[config.mk]
export PLATFORM = sky130hd
export DESIGN_NAME = mem_stage_lsu
export DESIGN_NICKNAME = d
export VERILOG_FILES = /design/src/rtl/mem_stage_lsu.sv
export SDC_FILE = /design/constraint.sdc
export NUM_CORES = 1
export LEC_CHECK = 0
export ABC_AREA = 0
export BUFFER_PORTS_ARGS = -buffer_cell sky130_fd_sc_hd__buf_2
export CELL_PAD_IN_SITES_DETAIL_PLACEMENT = 1
export CELL_PAD_IN_SITES_GLOBAL_PLACEMENT = 1
export CORE_MARGIN = 2
export CORE_UTILIZATION = 36
export CTS_CLUSTER_DIAMETER = 40
export DETAILED_ROUTE_END_ITERATION = 10
export PLACE_DENSITY = 0.86
export SLEW_MARGIN = 20
export SYNTH_ARGS = -nofsm -noshare
export SYNTH_HDL_FRONTEND = slang
export SYNTH_SLANG_ARGS = --single-unit
[constraint.sdc]
create_clock -name clk -period 5.9 [get_ports clk]
set_clock_uncertainty 0.2 [all_clocks]
set_input_delay 1.18 -clock clk [delete_from_list [all_inputs] [get_ports clk]]
set_output_delay 1.18 -clock clk [all_outputs]
set_load 0.1 [all_outputs]
[src/rtl/mem_stage_lsu.sv]
// MEM stage of the in-order core: EX->MEM register, variable-latency load wait,
// sub-word load alignment with sign/zero extension, WB drive and ID forwarding.
module mem_stage_lsu #(
  parameter int XLEN    = 32,
  parameter int PC_W    = 32,
  parameter int RF_AW   = 5,
  parameter int STALL_W = 6,
  parameter int TIMEOUT = 15
) (
  input  logic               clk,
  input  logic               rst,
  input  logic               flush,
  input  logic [STALL_W-1:0] stall,
  input  logic [PC_W-1:0]    ex_pc,
  input  logic               ex_rf_we,
  input  logic [RF_AW-1:0]   ex_rf_waddr,
  input  logic [XLEN-1:0]    ex_result,
  input  logic               ex_is_load,
  input  logic [1:0]         ex_ld_size,
  input  logic               ex_ld_unsigned,
  input  logic               ex_hi_we,
  input  logic               ex_lo_we,
  input  logic [XLEN-1:0]    ex_hi,
  input  logic [XLEN-1:0]    ex_lo,
  input  logic               data_rvalid,
  input  logic [XLEN-1:0]    data_rdata,
  output logic [PC_W-1:0]    wb_pc,
  output logic               wb_rf_we,
  output logic [RF_AW-1:0]   wb_rf_waddr,
  output logic [XLEN-1:0]    wb_rf_wdata,
  output logic               wb_hi_we,
  output logic               wb_lo_we,
  output logic [XLEN-1:0]    wb_hi,
  output logic [XLEN-1:0]    wb_lo,
  output logic               fwd_we,
  output logic [RF_AW-1:0]   fwd_waddr,
  output logic [XLEN-1:0]    fwd_wdata,
  output logic               fwd_pending,
  output logic               stallreq_mem,
  output logic               mem_misalign,
  output logic               mem_timeout
);
  localparam int OFS_W = $clog2(XLEN / 8);
  localparam int CNT_W = $clog2(TIMEOUT + 1);

  typedef enum logic [1:0] {S_IDLE, S_WAIT, S_DONE} state_t;

  typedef struct packed {
    logic [PC_W-1:0]  pc;
    logic             rf_we;
    logic [RF_AW-1:0] waddr;
    logic [XLEN-1:0]  result;
    logic             is_load;
    logic [1:0]       size;
    logic             uns;
    logic             mis;
    logic             hi_we;
    logic             lo_we;
    logic [XLEN-1:0]  hi;
    logic [XLEN-1:0]  lo;
  } mem_reg_t;

  // Size 3 on a 32-bit core is never legal, whatever the offset.
  function automatic logic misaligned(input logic [OFS_W-1:0] ofs, input logic [1:0] size);
    logic [OFS_W-1:0] mask;
    mask = OFS_W'((32'd1 << size) - 32'd1);
    return ((ofs & mask) != '0) || ((size == 2'd3) && (XLEN == 32));
  endfunction

  function automatic logic [XLEN-1:0] load_extend(input logic [XLEN-1:0] word,
                                                  input logic [OFS_W-1:0] ofs,
                                                  input logic [1:0] size,
                                                  input logic uns);
    logic [XLEN-1:0]        lane;
    logic [XLEN-1:0]        up;
    logic signed [XLEN-1:0] sext;
    int                     sh;
    lane = word >> {ofs, 3'b000};
    sh   = XLEN - (8 << size);
    if (sh <= 0) return lane;
    up   = lane << sh;
    sext = $signed(up) >>> sh;
    return uns ? (up >> sh) : $unsigned(sext);
  endfunction

  mem_reg_t         reg_q, reg_d;
  state_t           state_q, state_d;
  logic [CNT_W-1:0] cnt_q, cnt_d;
  logic [XLEN-1:0]  buf_q, buf_d;
  logic             mis_pulse_q, mis_pulse_d;

  logic ex_mis, reg_load, reg_clear, timeout_hit;
  logic unused_stall;

  assign unused_stall = ^{stall[STALL_W-1:5], stall[2:0]};
  assign ex_mis       = ex_is_load && misaligned(ex_result[OFS_W-1:0], ex_ld_size);
  assign reg_clear    = flush || (stall[3] && !stall[4]);
  assign reg_load     = !flush && !stall[3];
  assign timeout_hit  = (state_q == S_WAIT) && !data_rvalid && (cnt_q == CNT_W'(TIMEOUT));

  always_comb begin
    reg_d       = reg_q;
    mis_pulse_d = 1'b0;
    if (reg_clear) begin
      reg_d = '0;
    end else if (reg_load) begin
      reg_d.pc      = ex_pc;
      reg_d.rf_we   = ex_rf_we;
      reg_d.waddr   = ex_rf_waddr;
      reg_d.result  = ex_result;
      reg_d.is_load = ex_is_load;
      reg_d.size    = ex_ld_size;
      reg_d.uns     = ex_ld_unsigned;
      reg_d.mis     = ex_mis;
      reg_d.hi_we   = ex_hi_we;
      reg_d.lo_we   = ex_lo_we;
      reg_d.hi      = ex_hi;
      reg_d.lo      = ex_lo;
      mis_pulse_d   = ex_mis;
    end
  end

  // WAIT leaves only on data, timeout or flush; the controller holds MEM meanwhile.
  always_comb begin
    state_d = state_q;
    if (flush) begin
      state_d = S_IDLE;
    end else if (state_q == S_WAIT) begin
      if (data_rvalid || timeout_hit) state_d = S_DONE;
    end else if (reg_load) begin
      state_d = (ex_is_load && !ex_mis) ? S_WAIT : S_IDLE;
    end else if (reg_clear) begin
      state_d = S_IDLE;
    end
  end

  always_comb begin
    cnt_d = '0;
    if (state_d == S_WAIT) cnt_d = (state_q == S_WAIT) ? cnt_q + CNT_W'(1) : CNT_W'(1);
    buf_d = buf_q;
    if (!flush && (state_q == S_WAIT)) begin
      if (data_rvalid)      buf_d = data_rdata;
      else if (timeout_hit) buf_d = '0;
    end
  end

  always_ff @(posedge clk) begin
    if (rst) begin
      reg_q       <= '0;
      state_q     <= S_IDLE;
      cnt_q       <= '0;
      buf_q       <= '0;
      mis_pulse_q <= 1'b0;
    end else begin
      reg_q       <= reg_d;
      state_q     <= state_d;
      cnt_q       <= cnt_d;
      buf_q       <= buf_d;
      mis_pulse_q <= mis_pulse_d;
    end
  end

  assign wb_pc        = reg_q.pc;
  assign wb_rf_we     = reg_q.rf_we && !reg_q.mis && (state_q != S_WAIT);
  assign wb_rf_waddr  = reg_q.waddr;
  assign wb_rf_wdata  = reg_q.is_load
                        ? load_extend(buf_q, reg_q.result[OFS_W-1:0], reg_q.size, reg_q.uns)
                        : reg_q.result;
  assign wb_hi_we     = reg_q.hi_we;
  assign wb_lo_we     = reg_q.lo_we;
  assign wb_hi        = reg_q.hi;
  assign wb_lo        = reg_q.lo;
  assign fwd_we       = wb_rf_we;
  assign fwd_waddr    = wb_rf_waddr;
  assign fwd_wdata    = wb_rf_wdata;
  assign fwd_pending  = reg_q.is_load && (state_q != S_DONE);
  assign stallreq_mem = (state_q == S_WAIT) && !data_rvalid;
  assign mem_misalign = mis_pulse_q;
  assign mem_timeout  = timeout_hit;

  // The outstanding load must stay parked in MEM until its data is captured.
  a_hold_in_wait: assert property (@(posedge clk) disable iff (rst)
                                   (state_q == S_WAIT) |-> stall[4]);
endmodule

==> results.py <==
metrics = {
    "finish": {
        "syn2layout_area_growth_pct": 18.9,
        "layout-drive-gt1-share_pct": 33.6,
        "nets": 1397,
    },
    "routing": {
        "detail-route-antenna-nets": 0,
        "drc": 0,
        "drt_iter0_drc": 391,
        "vias": 7560,
        "via_per_inst": 4.99,
        "drt_pass1_iterations": 4,
        "wl_per_cell_um": 17.2,
        "totalWireLength_um": 26100,
    },
    "worst_setup_path": {
        "start_kind": "flop",
        "r2r_slack_ps": 3640,
        "max_stage_delay_ps": 490,
        "cp.required_ps": 4520,
        "cp_slowest_cell": "buf_2",
        "critPathKind": "reg -> out",
        "cp-end-kind": "output port",
        "path_cells": "buf_4 -> mux4_2 -> nand2b_1 -> or4_1 -> o221ai_1 -> buf_2",
        "critPathTopFamily": "buffers and inverters",
        "critPathMaxFanout": 34,
        "crit_arrival_ps": 2700,
        "path_buf_inv": 2,
    },
    "timing": {
        "finalCriticalPeriod_ps": 4080,
        "slew_headroom_pct": 38.4,
        "max_freq_mhz": 245,
        "setup_viol": 0,
        "worst_pin_slew_ps": 924,
        "final.period_utilization_pct": 69.2,
        "rsz0062_at_grt": "false",
        "fin_tns_setup_ps": 0,
        "hold_viol": 0,
        "final_max_slew_viol_count": 0,
        "setup_ws_ps": 1820,
    },
    "pwr": {
        "combPwrFrac_pct": 13.6,
        "p_sw_share_pct": 28.8,
        "clock_power_share_pct": 43.3,
        "netSwitchingPower_w": 0.000828,
        "vdd_drop_max_mv": 0.163,
        "power.internal_w": 0.00205,
        "pwr-share-seq_pct": 43.1,
        "power_density_mw_per_mm2": 296,
        "leakagePower_nw": 4.28,
    },
    "synthesis": {
        "synth_edf_count": 0,
        "syn_inst": 1040,
        "async_flop_share_pct": 0,
        "ys.flop_type": "dfxtp_1",
        "synth_nets": 1223,
        "synth-seq-area-share_pct": 44.1,
        "synth_area_mm2": 0.00817,
        "yosys_register_bits": 180,
        "ys_warn_count": 0,
        "synth_cell_types": 45,
        "syn_avg_cell_area_um2": 7.86,
    },
    "run_status": {
        "status": "finished clean",
    },
    "clocking": {
        "cts-root-buf": "clkbuf_16",
        "numCtsBuffers": 17,
        "ctsHoldBuffers": 0,
        "cts_buffer_depth": 2,
        "cts_tree": "done",
        "path_clk_slew_ps": 60,
        "cts_htree_levels": 4,
        "cts.sinks": 180,
        "cts_resized": 0,
        "cts_setup_buffers": 0,
        "clk_latency_ps": 420,
    },
    "floorplanning": {
        "initial_core_util_pct": 36.4,
        "dieArea_mm2": 0.0239,
        "rows": 55,
        "die_w_um": 155,
        "core_area_mm2": 0.0224,
        "pin_count": 360,
        "die_y_um": 155,
    },
    "grt": {
        "track_usage_pct": 21.2,
        "grt_max_degree": 142,
        "overflow": 0,
        "grt_pass1_wl_um": 40200,
        "antenna_found_initial": 6,
        "grt_pass1_vias": 7664,
    },
    "placed_design": {
        "pre_cts_ws_ps": 2270,
        "dp_hpwl_um": 19000,
        "routabilityCongestion": 0.874,
        "portBuffers": 355,
    },
    "hold_path": {
        "worst_hold_path_type": "reg -> reg",
    },
    "run": {
        "drv_cap": 0,
    },
}
## cell usage after synthesis (5+ instances only)
master / number / area share, %
nor2_1: 64 / 2.9
dfxtp_1: 180 / 44
o21ai_0: 6 / 0.37
buf_4: 140 / 13
mux2i_1: 15 / 1.8
clkbuf_1: 40 / 1.8
a211oi_1: 5 / 0.46
inv_1: 9 / 0.41
buf_2: 22 / 1.3
o22a_1: 9 / 0.96
nand2_1: 290 / 13
a21oi_1: 164 / 10
buf_1: 6 / 0.28
nand2b_1: 5 / 0.38
a22oi_1: 33 / 3.0
mux2_2: 8 / 1.1
## state kept, by name, indices dropped and copies added, names as in the netlist
register      cells
buf_q            32
cnt_q             4
fwd_waddr         5
mem_misalign      1
reg_q            38
state_q           2
wb_hi            32
wb_hi_we          1
wb_lo            32
wb_lo_we          1
wb_pc            32
## area by class of cell
cell class / count / area (µm²)
antenna: 4 / 10.0
clock inverter: 12 / 195
fill: 2842 / 12700
tap: 285 / 357
clock buffer: 19 / 443
sequential: 180 / 3600
multi-input combinational: 642 / 3220
timing repair buffer: 364 / 1860
inverter: 9 / 33.8
## through the flow
step | area [µm²] | total power [W] | util [%] | hold WS [ps] | instances
5_1_grt | 9720 | 0.00298 | 43.3 | 268 | 1515
3_5_place_dp | 9070 | 0.00166 | 40.4 | 243 | 1480
6_report | 9720 | 0.00288 | 43.3 | 252 | 1515
2_1_floorplan | 8170 | 0.00157 | - | 232 | 1040
3_3_place_gp | 9070 | 0.00166 | 40.4 | 238 | 1480
4_1_cts | 9710 | 0.00291 | 43.3 | 253 | 1511
## power groups by stage
stage	logic, W	registers (W)	clock network (W)
floorplan	0.000302	0.00127	0
global placement	0.000390	0.00127	0
detailed placement	0.000394	0.00127	0
CTS	0.000395	0.00124	0.00128
global route	0.000414	0.00124	0.00132
finish	0.000391	0.00124	0.00125
## cells in the final DEF, fill, tap and decap left out, types with 2 or more instances in the layout
master and n:
bufinv_16 4, inv_1 9, a21oi_1 164, nor3_1 2
o211a_1 4, mux2_2 8, a31oi_1 2, o22a_1 9
clkbuf_16 17, buf_2 355, nor2b_1 4, a22oi_1 33
dfxtp_1 180, clkinvlp_4 2, o21ai_0 6, o21ai_4 2
mux2i_1 15, clkinv_4 2, nand2_1 290, nor2_1 63
o221ai_1 3, nand3_1 4, and2b_1 2, buf_4 8
diode_2 4, nand2b_1 5, a211oi_1 5, inv_8 3
## path summary, 6_finish.rpt
| path | from | endpoint | cells after the start |
|---|---|---|---|
| worst max register to register | cnt_q[0]$_SDFF_PP0_ | cnt_q[0]$_SDFF_PP0_ | 5 |
| worst max-delay path | reg_q[71]$_SDFFE_PP0P_ | wb_rf_wdata[8] | 6 |
| worst min-delay path | wb_pc[21]$_SDFFE_PP0P_ | wb_pc[21]$_SDFFE_PP0P_ | 2 |
| worst min register to register | wb_pc[21]$_SDFFE_PP0P_ | wb_pc[21]$_SDFFE_PP0P_ | 2 |
## worst register-to-register path: cells and delay by family, from the launching register on
family	cells	cell delay [ps]
AOI/OAI and AO/OA	2	640
adders and majority gates	1	240
DFF	1	330
and+or+nand+nor	2	710
## metal layers
metal | vias up | share of wire, % | GRT usage [%]
met5 | - | 0.061 | 0
met4 | 2 | 3.6 | 9.17
met3 | 60 | 7.2 | 5.86
met2 | 308 | 50 | 37.7
met1 | 3556 | 39 | 23.9
li1 | 3634 | - | -
## kinds of logic after synthesis
| family | after synthesis | synth area share, % |
|---|---|---|
| buffers and inverters | 218 | 16.9 |
| adder cells (fa/ha/maj) | 1 | 0.153 |
| AO/OA/AOI/OAI | 238 | 17.3 |
| XOR/XNOR | 2 | 0.214 |
| AND/OR/NAND/NOR | 377 | 18.1 |
| multiplexers | 24 | 3.22 |
| flip-flops | 180 | 44.1 |
(Power assumes the default switching activity.)
